## src/rtl/cva5_exc_trace_buffer.sv

```systemverilog
// ============================================================================
// cva5_exc_trace_buffer
// ----------------------------------------------------------------------------
// Purpose
//   Captures exception reports from the core into a small first-word-fall-
//   through FIFO so a debug/trace consumer can drain them at its own pace.
//   Every report, kept or dropped, consumes one sequence number. Gaps in the
//   m_seq stream therefore show the consumer exactly where records were lost.
//   When the FIFO is full a new report is dropped. The sticky overflow flag is
//   then set and the saturating drop counter increments. A registered stall
//   request tells the core to back off once occupancy reaches STALL_LEVEL.
//
// Parameters
//   XLEN        width of the tval / pc fields
//   DEPTH       number of FIFO entries (power of two, >= 2)
//   STALL_LEVEL occupancy at which o_dexie_stall asserts (1..DEPTH)
//   CNT_W       width of the sequence and drop counters
//
// Ports
//   i_clk          clock
//   i_rst          synchronous active-high reset
//   i_exc_valid    one exception record per high cycle
//   i_exc_code     exception cause
//   i_exc_tval     trap value
//   i_exc_pc       faulting pc
//   i_clear        synchronous flush of FIFO and statistics
//   o_m_valid      head record available (level != 0)
//   i_m_ready      consumer accepts the head record
//   o_m_code       head record cause
//   o_m_tval       head record trap value
//   o_m_pc         head record pc
//   o_m_seq        head record sequence number
//   o_level        current occupancy, 0..DEPTH
//   o_dexie_stall  registered core stall request
//   o_overflow     sticky: at least one record dropped since reset/clear
//   o_drop_count   saturating count of dropped records
// ============================================================================
module cva5_exc_trace_buffer #(
   parameter int XLEN        = 32,
   parameter int DEPTH       = 8,
   parameter int STALL_LEVEL = 6,
   parameter int CNT_W       = 16
) (
   input  logic                     i_clk,
   input  logic                     i_rst,

   input  logic                     i_exc_valid,
   input  logic [4:0]               i_exc_code,
   input  logic [XLEN-1:0]          i_exc_tval,
   input  logic [XLEN-1:0]          i_exc_pc,

   input  logic                     i_clear,

   output logic                     o_m_valid,
   input  logic                     i_m_ready,
   output logic [4:0]               o_m_code,
   output logic [XLEN-1:0]          o_m_tval,
   output logic [XLEN-1:0]          o_m_pc,
   output logic [CNT_W-1:0]         o_m_seq,

   output logic [$clog2(DEPTH):0]   o_level,
   output logic                     o_dexie_stall,
   output logic                     o_overflow,
   output logic [CNT_W-1:0]         o_drop_count
);

   localparam int AW = $clog2(DEPTH);
   localparam int LW = AW + 1;

   localparam logic [LW-1:0]    LP_DEPTH   = LW'(DEPTH);
   localparam logic [LW-1:0]    LP_STALL   = LW'(STALL_LEVEL);
   localparam logic [CNT_W-1:0] LP_CNT_MAX = '1;

   // -------------------------------------------------------------------------
   // Storage
   // -------------------------------------------------------------------------
   logic [4:0]       r_code [DEPTH];
   logic [XLEN-1:0]  r_tval [DEPTH];
   logic [XLEN-1:0]  r_pc   [DEPTH];
   logic [CNT_W-1:0] r_seq  [DEPTH];

   // -------------------------------------------------------------------------
   // Control state
   // -------------------------------------------------------------------------
   logic [AW-1:0]    r_wr_ptr;
   logic [AW-1:0]    r_rd_ptr;
   logic [LW-1:0]    r_level;
   logic [CNT_W-1:0] r_seq_cnt;
   logic [CNT_W-1:0] r_drop_count;
   logic             r_overflow;
   logic             r_stall;

   logic             w_full;
   logic             w_not_empty;
   logic             w_report;
   logic             w_pop;
   logic             w_push;
   logic             w_drop;
   logic [LW-1:0]    w_level_nxt;

   assign w_full      = (r_level == LP_DEPTH);
   assign w_not_empty = (r_level != '0);

   // clear masks every event. A coincident report is neither stored nor
   // numbered, and a coincident m_ready does not pop.
   assign w_report = i_exc_valid & ~i_clear;
   assign w_pop    = w_not_empty & i_m_ready & ~i_clear;

   // A full FIFO still accepts a record when the head leaves in the same
   // cycle. The freed slot is the one being written next.
   assign w_push   = w_report & (~w_full | w_pop);
   assign w_drop   = w_report & w_full & ~w_pop;

   always_comb begin
      w_level_nxt = r_level;
      if (i_clear) begin
         w_level_nxt = '0;
      end else begin
         unique case ({w_push, w_pop})
            2'b10:   w_level_nxt = r_level + LW'(1);
            2'b01:   w_level_nxt = r_level - LW'(1);
            default: w_level_nxt = r_level;
         endcase
      end
   end

   // -------------------------------------------------------------------------
   // Storage write port
   // NOTE: the record arrays are deliberately left out of reset. Validity is
   // carried entirely by r_level, so stale contents are never observable, and
   // an unreset array maps onto plain RAM/flop banks without reset fan-out.
   // -------------------------------------------------------------------------
   always_ff @(posedge i_clk) begin
      if (w_push) begin
         r_code[r_wr_ptr] <= i_exc_code;
         r_tval[r_wr_ptr] <= i_exc_tval;
         r_pc[r_wr_ptr]   <= i_exc_pc;
         r_seq[r_wr_ptr]  <= r_seq_cnt;
      end
   end

   // -------------------------------------------------------------------------
   // Pointers, occupancy, statistics
   // NOTE: all state here uses non-blocking assignments. Every register then
   // samples pre-edge values, which keeps level/pointer/counter updates
   // consistent with each other regardless of statement order.
   // -------------------------------------------------------------------------
   always_ff @(posedge i_clk) begin
      if (i_rst || i_clear) begin
         r_wr_ptr     <= '0;
         r_rd_ptr     <= '0;
         r_level      <= '0;
         r_seq_cnt    <= '0;
         r_drop_count <= '0;
         r_overflow   <= 1'b0;
         r_stall      <= 1'b0;
      end else begin
         // DEPTH is a power of two, so pointer wrap is the natural roll-over.
         if (w_push) begin
            r_wr_ptr <= r_wr_ptr + AW'(1);
         end
         if (w_pop) begin
            r_rd_ptr <= r_rd_ptr + AW'(1);
         end

         r_level <= w_level_nxt;

         // Numbered on every report, stored or dropped.
         if (w_report) begin
            r_seq_cnt <= r_seq_cnt + CNT_W'(1);
         end

         if (w_drop) begin
            r_overflow <= 1'b1;
            if (r_drop_count != LP_CNT_MAX) begin
               r_drop_count <= r_drop_count + CNT_W'(1);
            end
         end

         // Loaded from the next occupancy so the stall is registered and still
         // tracks o_level in the same cycle.
         r_stall <= (w_level_nxt >= LP_STALL);
      end
   end

   // -------------------------------------------------------------------------
   // Outputs: the head entry is read combinationally, which gives
   // first-word-fall-through behaviour.
   // -------------------------------------------------------------------------
   assign o_m_valid     = w_not_empty;
   assign o_m_code      = r_code[r_rd_ptr];
   assign o_m_tval      = r_tval[r_rd_ptr];
   assign o_m_pc        = r_pc[r_rd_ptr];
   assign o_m_seq       = r_seq[r_rd_ptr];
   assign o_level       = r_level;
   assign o_dexie_stall = r_stall;
   assign o_overflow    = r_overflow;
   assign o_drop_count  = r_drop_count;

endmodule

```

## config.mk

```make
export PLATFORM = sky130hd
export DESIGN_NAME = cva5_exc_trace_buffer
export DESIGN_NICKNAME = d
export VERILOG_FILES = /design/src/rtl/cva5_exc_trace_buffer.sv
export SDC_FILE = /design/constraint.sdc
export NUM_CORES = 1
export LEC_CHECK = 0
export ABC_AREA = 1
export BUFFER_PORTS_ARGS = -buffer_cell sky130_fd_sc_hd__buf_2
export CORE_MARGIN = 2
export CORE_UTILIZATION = 50
export CTS_BUF_LIST = sky130_fd_sc_hd__clkbuf_8
export CTS_CLUSTER_SIZE = 12
export DETAILED_ROUTE_END_ITERATION = 16
export PLACE_DENSITY = 0.72
export SLEW_MARGIN = 40
export SYNTH_ARGS = -nofsm -noshare
export SYNTH_HDL_FRONTEND = slang
export SYNTH_SLANG_ARGS = --single-unit
```

## constraint.sdc

```tcl
create_clock -name i_clk -period 14.89 [get_ports i_clk]
set_clock_uncertainty 0.15 [all_clocks]
set_input_delay 2.2335 -clock i_clk [delete_from_list [all_inputs] [get_ports i_clk]]
set_output_delay 2.2335 -clock i_clk [all_outputs]
set_load 0.005 [all_outputs]
```

* Yosys cells after proc, flatten, opt, wreduce, memory -nomap -nowiden *
Memories as Yosys holds them, arrays and structs flattened. A register that Yosys moved wholly into a read port is not among the register bits.
Cells that the tools add are included.

storage, ports and cells
  flip-flop bits (word level) = 44
  latch bits = 0
  bits in writable memories = 680
  memory bits (read-only) = 0
  input bits = 74
  output and inout bits = 108
  memories kept = 4

operators by class
  $add $sub $neg = 6
  $mul = 0
  divide/modulo/power cells = 0
  magnitude comparators = 1
  eq/ne operators = 4
  shift operators = 0
  mux-type cells = 12
  bitwise gates (word level) = 10
  reductions and logical operators = 3

memory list
  name    words  width  rd ports  clocked after Yosys merged registers in  wr ports  line  RTL
  r_pc    8      32     1         1                                        1         79    logic [XLEN-1:0] r_pc [DEPTH];
  r_tval  8      32     1         1                                        1         78    logic [XLEN-1:0] r_tval [DEPTH];
  r_seq   8      16     1         1                                        1         80    logic [CNT_W-1:0] r_seq [DEPTH];
  r_code  8      5      1         1                                        1         77    logic [4:0] r_code [DEPTH];

operator list
  operator                                                                count
  16-bit by 1-bit adder with 16-bit output (second input constant)        2
  3-bit 2-to-1 mux                                                        8
  16-bit inequality test (second input constant)                          1
  4-bit one-hot mux with 2 select lines                                   1
  3-bit by 1-bit adder with 3-bit output (second input constant)          2
  1-bit AND                                                               6
  4-bit by 1-bit adder with 4-bit output (second input constant)          1
  4-bit equality test (second input constant)                             1
  4-bit by 3-bit >= comparator with 1-bit output (second input constant)  1
  4-bit 2-to-1 mux                                                        1
  4-bit nonzero test                                                      1
  4-bit by 1-bit subtractor with 4-bit output (second input constant)     1
  1-bit NOT                                                               3
  2-bit by 1-bit equality test with 1-bit output (second input constant)  1
  2-bit equality test (second input constant)                             1
  1-bit 2-to-1 mux                                                        2
  2-bit AND reduction                                                     1
  1-bit logical OR                                                        1
  1-bit bitwise OR                                                        1

* Logic depth before layout (Yosys ltp) *
Gate-level depths: netlist of run 1.

  depth in word-level cells = 9
  mapped depth = 13
  depth with buffers taken out = 13

* Worst setup path after synthesis of run 1 *
No wires, ideal clock.

  kind = input-to-reg
  from = in i_m_ready
  to = mem r_code[0][0], enable pin
  library setup time = 0.529 ns
  data arrival time = 6.472 ns
  required time = 14.211 ns
  setup slack = 7.739 ns
  stages = 8
  cell sequence = inv_1 > nor2_2 > nand2_4 > nand4_2 > nand2_1 > inv_1 > nand2_1 > nor2_1

on the way
  cells in the longest elaborated chain, start to end = 6

ends and longest elaborated chain
  item                                    line  RTL
  start: declaration                      55    input logic i_m_ready,
  1-bit AND (2 in series)                 107   assign w_pop = w_not_empty & i_m_ready & ~i_clear;
  1-bit bitwise OR                        111   assign w_push = w_report & (~w_full | w_pop);
  1-bit AND                               111
  1-bit 2-to-1 mux                        134   if (w_push) begin
  1-bit 2-to-1 mux (implied by the code)  135   r_code[r_wr_ptr] <= i_exc_code;
  end: declaration                        77

Every way passes these cells.

==> metrics.csv, run 1 <==
metric,value,unit
core area,56300,um^2
post-synthesis register bit count,727,
clock slew at reported path FFs,0.06,ns
CP peak stage delay,0.70,ns
Final setup viols,0,
"Net Count, Synth",2334,
worst-skew pair later-pin latency,0.69,ns
H-tree depth,3,
metal2 WL,31400,um
Critical R2R Launch,o_level[0],
I/O pins,182,
Peak VDD IR,0.0701,mV
Placed Cells incl. Taps,3083,
first-pass GRT wire length,98900,um
Mapped Area,28400,um^2
status,"finished, final reports clean",
HPWL after detailed placement,32200,um
WS Path Type,flip-flop to output pin,
Gate Count Post-Synth,2255,
nature of the critical path startpoint,flip-flop,
Hold Fails Final Rpt,0,
setup bufs post-CTS,0,
WP data required,12.51,ns
setup TNS,0,ns
sequential area share after synthesis,75.2,%
count of cell types in the netlist,39,
Max Cap Viol,0,
leakage,11.2,nW
ys async rst share,0,%
DRT antenna net count,0,
hold wc startpoint,r_rd_ptr[2],
vias in the first global route,18099,
Worst Hold Class,flip-flop to flip-flop,
RSZ-0062 raised after global routing,no,
Ys Warns,0,
Chip Width,242,um
share of cells above drive strength 1,15.1,%
WL met3,3980,um
port buffer count,181,
"EDFF count, synth",680,
pwr dens,121,nW/um^2
Top Layer Used,met4,
initial core utilization,50.4,%
fin area,32100,um^2
Tot GR Track Use,21.6,%
Worst Tran Pin Value,1.23,ns
Detailed Route Iter0 Violations,1495,
initial antenna violation count,5,
root buf cell,clkbuf_8,
max-slew violations,0,
Post-Synth Simple-Gate Area,10.7,%
hold_buf cts,0,
Die ar.,58700,um^2
"most common cell after layout, fill and taps aside",edfxtp_1,
clock buffer count from CTS,115,
Mean Syn Cell Area,12.6,um^2
largest net degree at the start of global routing,229,
post-synthesis adder-cell area fraction,0.220,%
Longest Clk Path Bufs,3,
Slowest cell on crit path,dfxtp_4,
Initial DRT Pass Iterations,5,
Std-Cell Rows,87,
Max Freq,0.170,GHz
crit-path cells,"buf_12, buf_16, o21ai_0, o22ai_1, nor2_1, a31oi_1, buf_2",
die height,242,um
total congestion overflow,0,
Synth Area in XOR/XNOR,0.278,%
DR DRC count,0,
final WL,64200,um
CP Data Arrival Time,3.49,ns
most used flip-flop cell after synthesis,edfxtp_1,
clock sinks,727,
Post-CTS Resized,0,
Post-DP Area,30000,um^2
wire length on met1,27200,um
Via density,5.55,
CP Capture Type,output pin,
multiplexer share of the synthesized area,0,%
most frequent cells in the layout,"680 x edfxtp_1, 622 x nor2_1, 358 x o21ai_0, 181 x buf_2, 121 x clkbuf_8",
via count,18345,
gpl congestion,0.817,
Area Growth Syn to Fin,13.1,%
max_slew headroom,18.1,%
compound-gate portion of the synthesized area,10.8,%
CTS tree,yes,
min Tclk post-route,5.87,ns
Final nets,2524,
Non-Filler Instances,3303,
CP max FO,127,
main combinational cell family by area after synthesis,compound AO/OA/AOI/OAI gates,
post-DR wirelength/cell,19.4,um
Tcrit/Tclk final,39.4,%
## power by group
group	internal (mW)	switching, mW
Combinational	0.0389	0.0806
Clock	0.782	0.745
Sequential	2.24	0.00608
Total	3.07	0.832
## layout make-up
class / count / area (um^2)
diodes: 7 / 17.5
fillers: 4460 / 24200
clock buffers: 121 / 1670
inverters: 49 / 209
well taps: 756 / 946
flip-flops and latches: 727 / 21400
multi-input cells: 1344 / 6300
repair buffers: 208 / 1180
clock inverters: 91 / 430
## critical path, delay by kind of cell (launching register included)
kind | cells | cell delay (ns)
and+or+nand+nor | 1 | 0.06
buffers and inverters | 3 | 1.10
AOI/OAI and AO/OA | 3 | 0.72
DFF | 1 | 0.70
## cells by family (layout without fill, tap and decap cells)
family | count (synthesis) | after routing
other | 0 | 7
DFF | 727 | 727
xor gates and xnor gates | 9 | 9
and+or+nand+nor | 762 | 762
AOI/OAI and AO/OA | 568 | 568
adders and majority gates | 5 | 5
buffers and inverters | 184 | 469
## Yosys cell counts (2+ instances only)
cell / number / share of area (%)
a21oi_1: 31 / 0.55
a31oi_1: 87 / 1.9
buf_1: 8 / 0.11
buf_2: 26 / 0.46
buf_4: 14 / 0.37
buf_6: 2 / 0.079
clkbuf_1: 84 / 1.1
dfxtp_1: 47 / 3.3
edfxtp_1: 680 / 72
ha_1: 5 / 0.22
inv_1: 44 / 0.58
inv_2: 4 / 0.053
nand2_1: 72 / 0.95
nand2_2: 4 / 0.088
nand2_4: 2 / 0.079
nand3_1: 20 / 0.35
nand4_1: 7 / 0.15
nand4_2: 3 / 0.13
nor2_1: 631 / 8.3
nor2_2: 6 / 0.13
nor2_4: 2 / 0.079
nor3_1: 8 / 0.14
nor3b_1: 2 / 0.053
o21ai_0: 358 / 6.3
o21ai_1: 3 / 0.053
o22ai_1: 85 / 1.9
xnor2_1: 7 / 0.22
xor2_1: 2 / 0.062
## registers in the layout, indices dropped and copies added (netlist names), 4 cells and up, named ones only
signal and count:
r_pc 256, r_tval 256, r_seq 128, r_code 40
o_drop_count 16, r_seq_cnt 16, o_level 4
## routing by layer
layer  track usage (%)  vias up
met5                 0        -
met4              8.15        0
met3              4.22      107
met2              36.3      612
met1              27.9     9045
li1                  -     8581
## metrics by stage
step	util [%]	power (mW)	hold slack (ns)	setup WS, ns
2_1_floorplan	-	2.35	0.283	7.74
5_1_grt	57.1	4.04	0.361	8.70
6_report	57.1	3.90	0.312	9.02
3_3_place_gp	53.1	2.41	0.295	9.09
3_5_place_dp	53.3	2.41	0.303	9.35
4_1_cts	57.0	3.94	0.314	8.75
## path summary, 6_finish.rpt
| kind | end | slack [ns] | depth (start not counted) |
|---|---|---|---|
| worst min-delay path | r_rd_ptr[2] | 0.31 | 2 |
| worst max register to register | r_tval[3][14] | 11.36 | 10 |
| worst max-delay path | o_m_pc[20] | 9.02 | 7 |
| worst min register to register | r_rd_ptr[2] | 0.31 | 2 |
Note: power is estimated with default switching activity, not from simulation.
==> inputs of run 2 (changes only) <==
PLACE_DENSITY = 0.74   (was 0.72)
clock period = 5.4 ns   (was 14.89 ns; I/O delays follow)
==> run 2 against run 1 <==
  * Core utilization increased by 0.065 points
  * Die area unchanged
  * Largest power group unchanged
  * Worst setup slack got worse by 7.9 ns
  * Sequential power increased to 2.8 times the previous value
  * Largest cell class unchanged
  * Design area increased by 0.11%
  * Routed wire length decreased by 1.8%
  * Highest routed layer is now met5
==> metrics.csv, run 2 (same netlist as run 1, synthesis figures left out) <==
metric,value,unit,change
hold depth,2,,unchanged
Final nets,2520,,-0.16%
"most common cell after layout, fill and taps aside",edfxtp_1,,
I/O pins,182,,unchanged
H-tree depth,3,,unchanged
Reg-to-Reg End,r_tval[0][7],,
Initial DRT Pass Iterations,5,,unchanged
Std-Cell Rows,87,,unchanged
Via density,5.56,,+0.19%
RSZ-0062 raised after global routing,no,,
Top Usage Layer GRT,met2,,
largest net degree at the start of global routing,213,,-7.0%
Peak VDD IR,0.171,mV,+140%
share of cells above drive strength 1,15.1,%,+0.032 points
WS Path Type,flip-flop to output pin,,
HPWL after detailed placement,32200,um,about the same
Final setup viols,0,,unchanged
max-slew violations,0,,unchanged
initial core utilization,50.4,%,unchanged
die height,242,um,unchanged
Max Freq,0.232,GHz,
port buffer count,181,,unchanged
initial antenna violation count,8,,+3
worst-skew pair later-pin latency,0.69,ns,about the same
Post-CTS Resized,0,,unchanged
Chip Width,242,um,unchanged
CTS tree,yes,,
total congestion overflow,0,,unchanged
min Tclk post-route,4.32,ns,
met1 GRT Util,27.8,%,-0.11 points
leakage,11.1,nW,-0.37%
clock buffer count from CTS,108,,-6.1%
hold wc startpoint,i_rst,,
Tcrit/Tclk final,79.9,%,
clock sinks,727,,unchanged
WP data required,4.44,ns,-8.07 ns
biggest regs,"r_pc (256), r_tval (256), r_seq (128)",,
max_slew headroom,42.7,%,+25 points
pwr dens,333,nW/um^2,+170%
CP Capture Type,output pin,,
Area Growth Syn to Fin,13.3,%,
vias in the first global route,17971,,-0.71%
setup bufs post-CTS,0,,unchanged
DRT antenna net count,0,,unchanged
gpl congestion,0.814,,-0.36%
most frequent cells in the layout,"680 x edfxtp_1, 623 x nor2_1, 358 x o21ai_0, 181 x buf_2, 112 x clkbuf_8",,
final WL,63000,um,-1.8%
root buf cell,clkbuf_8,,
fin area,32200,um^2,+0.11%
Post-DP Area,30100,um^2,+0.28%
Worst Hold Class,input pin to flip-flop,,
Die ar.,58700,um^2,unchanged
hold_buf cts,0,,unchanged
core area,56300,um^2,unchanged
CP max FO,111,,-13%
DR DRC count,0,,unchanged
first-pass GRT wire length,97400,um,-1.5%
Tot GR Track Use,21.1,%,-0.45 points
clock slew at reported path FFs,0.06,ns,about the same
nature of the critical path startpoint,flip-flop,,
met3 usage,3.83,%,-0.39 points
CP Data Arrival Time,3.36,ns,-0.13 ns
Hold Path Sink,o_level[1],,
Worst Tran Pin Value,0.860,ns,-0.368 ns
Global Route met2 Usage,34.9,%,-1.4 points
worst hold slack,0.145,ns,-0.167 ns
internal reg-to-reg setup slack,2.42,ns,-8.94 ns
Worst Reg-to-Reg Cells,9,,-1
Max Cap Viol,0,,unchanged
Hold Fails Final Rpt,0,,unchanged
status,"finished, final reports clean",,
via count,18329,,-0.087%
Detailed Route Iter0 Violations,1544,,+3.3%
Critical R2R Launch,o_level[0],,
post-DR wirelength/cell,19.1,um,-1.6%
Longest Clk Path Bufs,3,,unchanged
final core utilization,57.1,%,+0.065 points
## run 2: cell types whose count changed in the layout (fill, tap and decap cells not counted), moves of 3 or more
cell	change
clkbuf_8	-9
clkinv_1	-9
inv_1	-3
buf_12	+7
diode_2	+3
buf_6	-4
bufinv_16	+3
## run 2: routing by layer
metal  up-vias  wire length, um
met2       718            30900
met3        97             4540
met1      8947            26000
li1       8565                -
met5         -               15
met4         2             1510
## run 2: where the power goes
| part | internal [mW] | leakage, nW | switching [mW] |
|---|---|---|---|
| clock network | 2.16 | 1.19 | 2.00 |
| registers | 6.19 | 6.56 | 0.0163 |
| logic | 0.108 | 3.37 | 0.225 |
## run 2: layout make-up
class | count | area [um^2]
clock inverter | 85 | 497
clock buffer | 112 | 1540
inverter | 49 | 203
multi-input combinational | 1344 | 6290
tap | 756 | 946
antenna | 10 | 25.0
fill | 4422 | 24100
timing repair buffer | 211 | 1280
sequential | 727 | 21400
## run 2: how the worst max path moves through the flow
stage               startpoint      endpoint  slack (ns)  cells past startpoint
floorplan            i_m_ready  r_code[0][0]       -0.33                      8
global placement     flip-flop    o_m_seq[2]        1.84                      6
detailed placement   flip-flop  o_m_tval[15]        1.81                      6
CTS                  flip-flop  o_m_tval[15]        1.03                      6
global route         flip-flop   o_m_code[2]        0.85                      7
finish               flip-flop     o_m_pc[1]        1.08                      7
## run 2: critical path: stages, from the launching register on
cell and delay, ns:
dfxtp_4 0.77, buf_12 0.43, buf_16 0.39, o21ai_0 0.17, o22ai_1 0.19, nor2_1 0.05, a31oi_1 0.32, buf_2 0.19
## run 2: per-stage QoR
step                setup WS (ns)  instances  power, mW  setup TNS (ns)
floorplan                  -0.328       2255       6.48         -111.48
global placement             1.84       3086       6.64               0
detailed placement           1.81       3086       6.66               0
CTS                          1.03       3283       10.8               0
global route                0.849       3291       11.1               0
finish                       1.08       3294       10.7               0
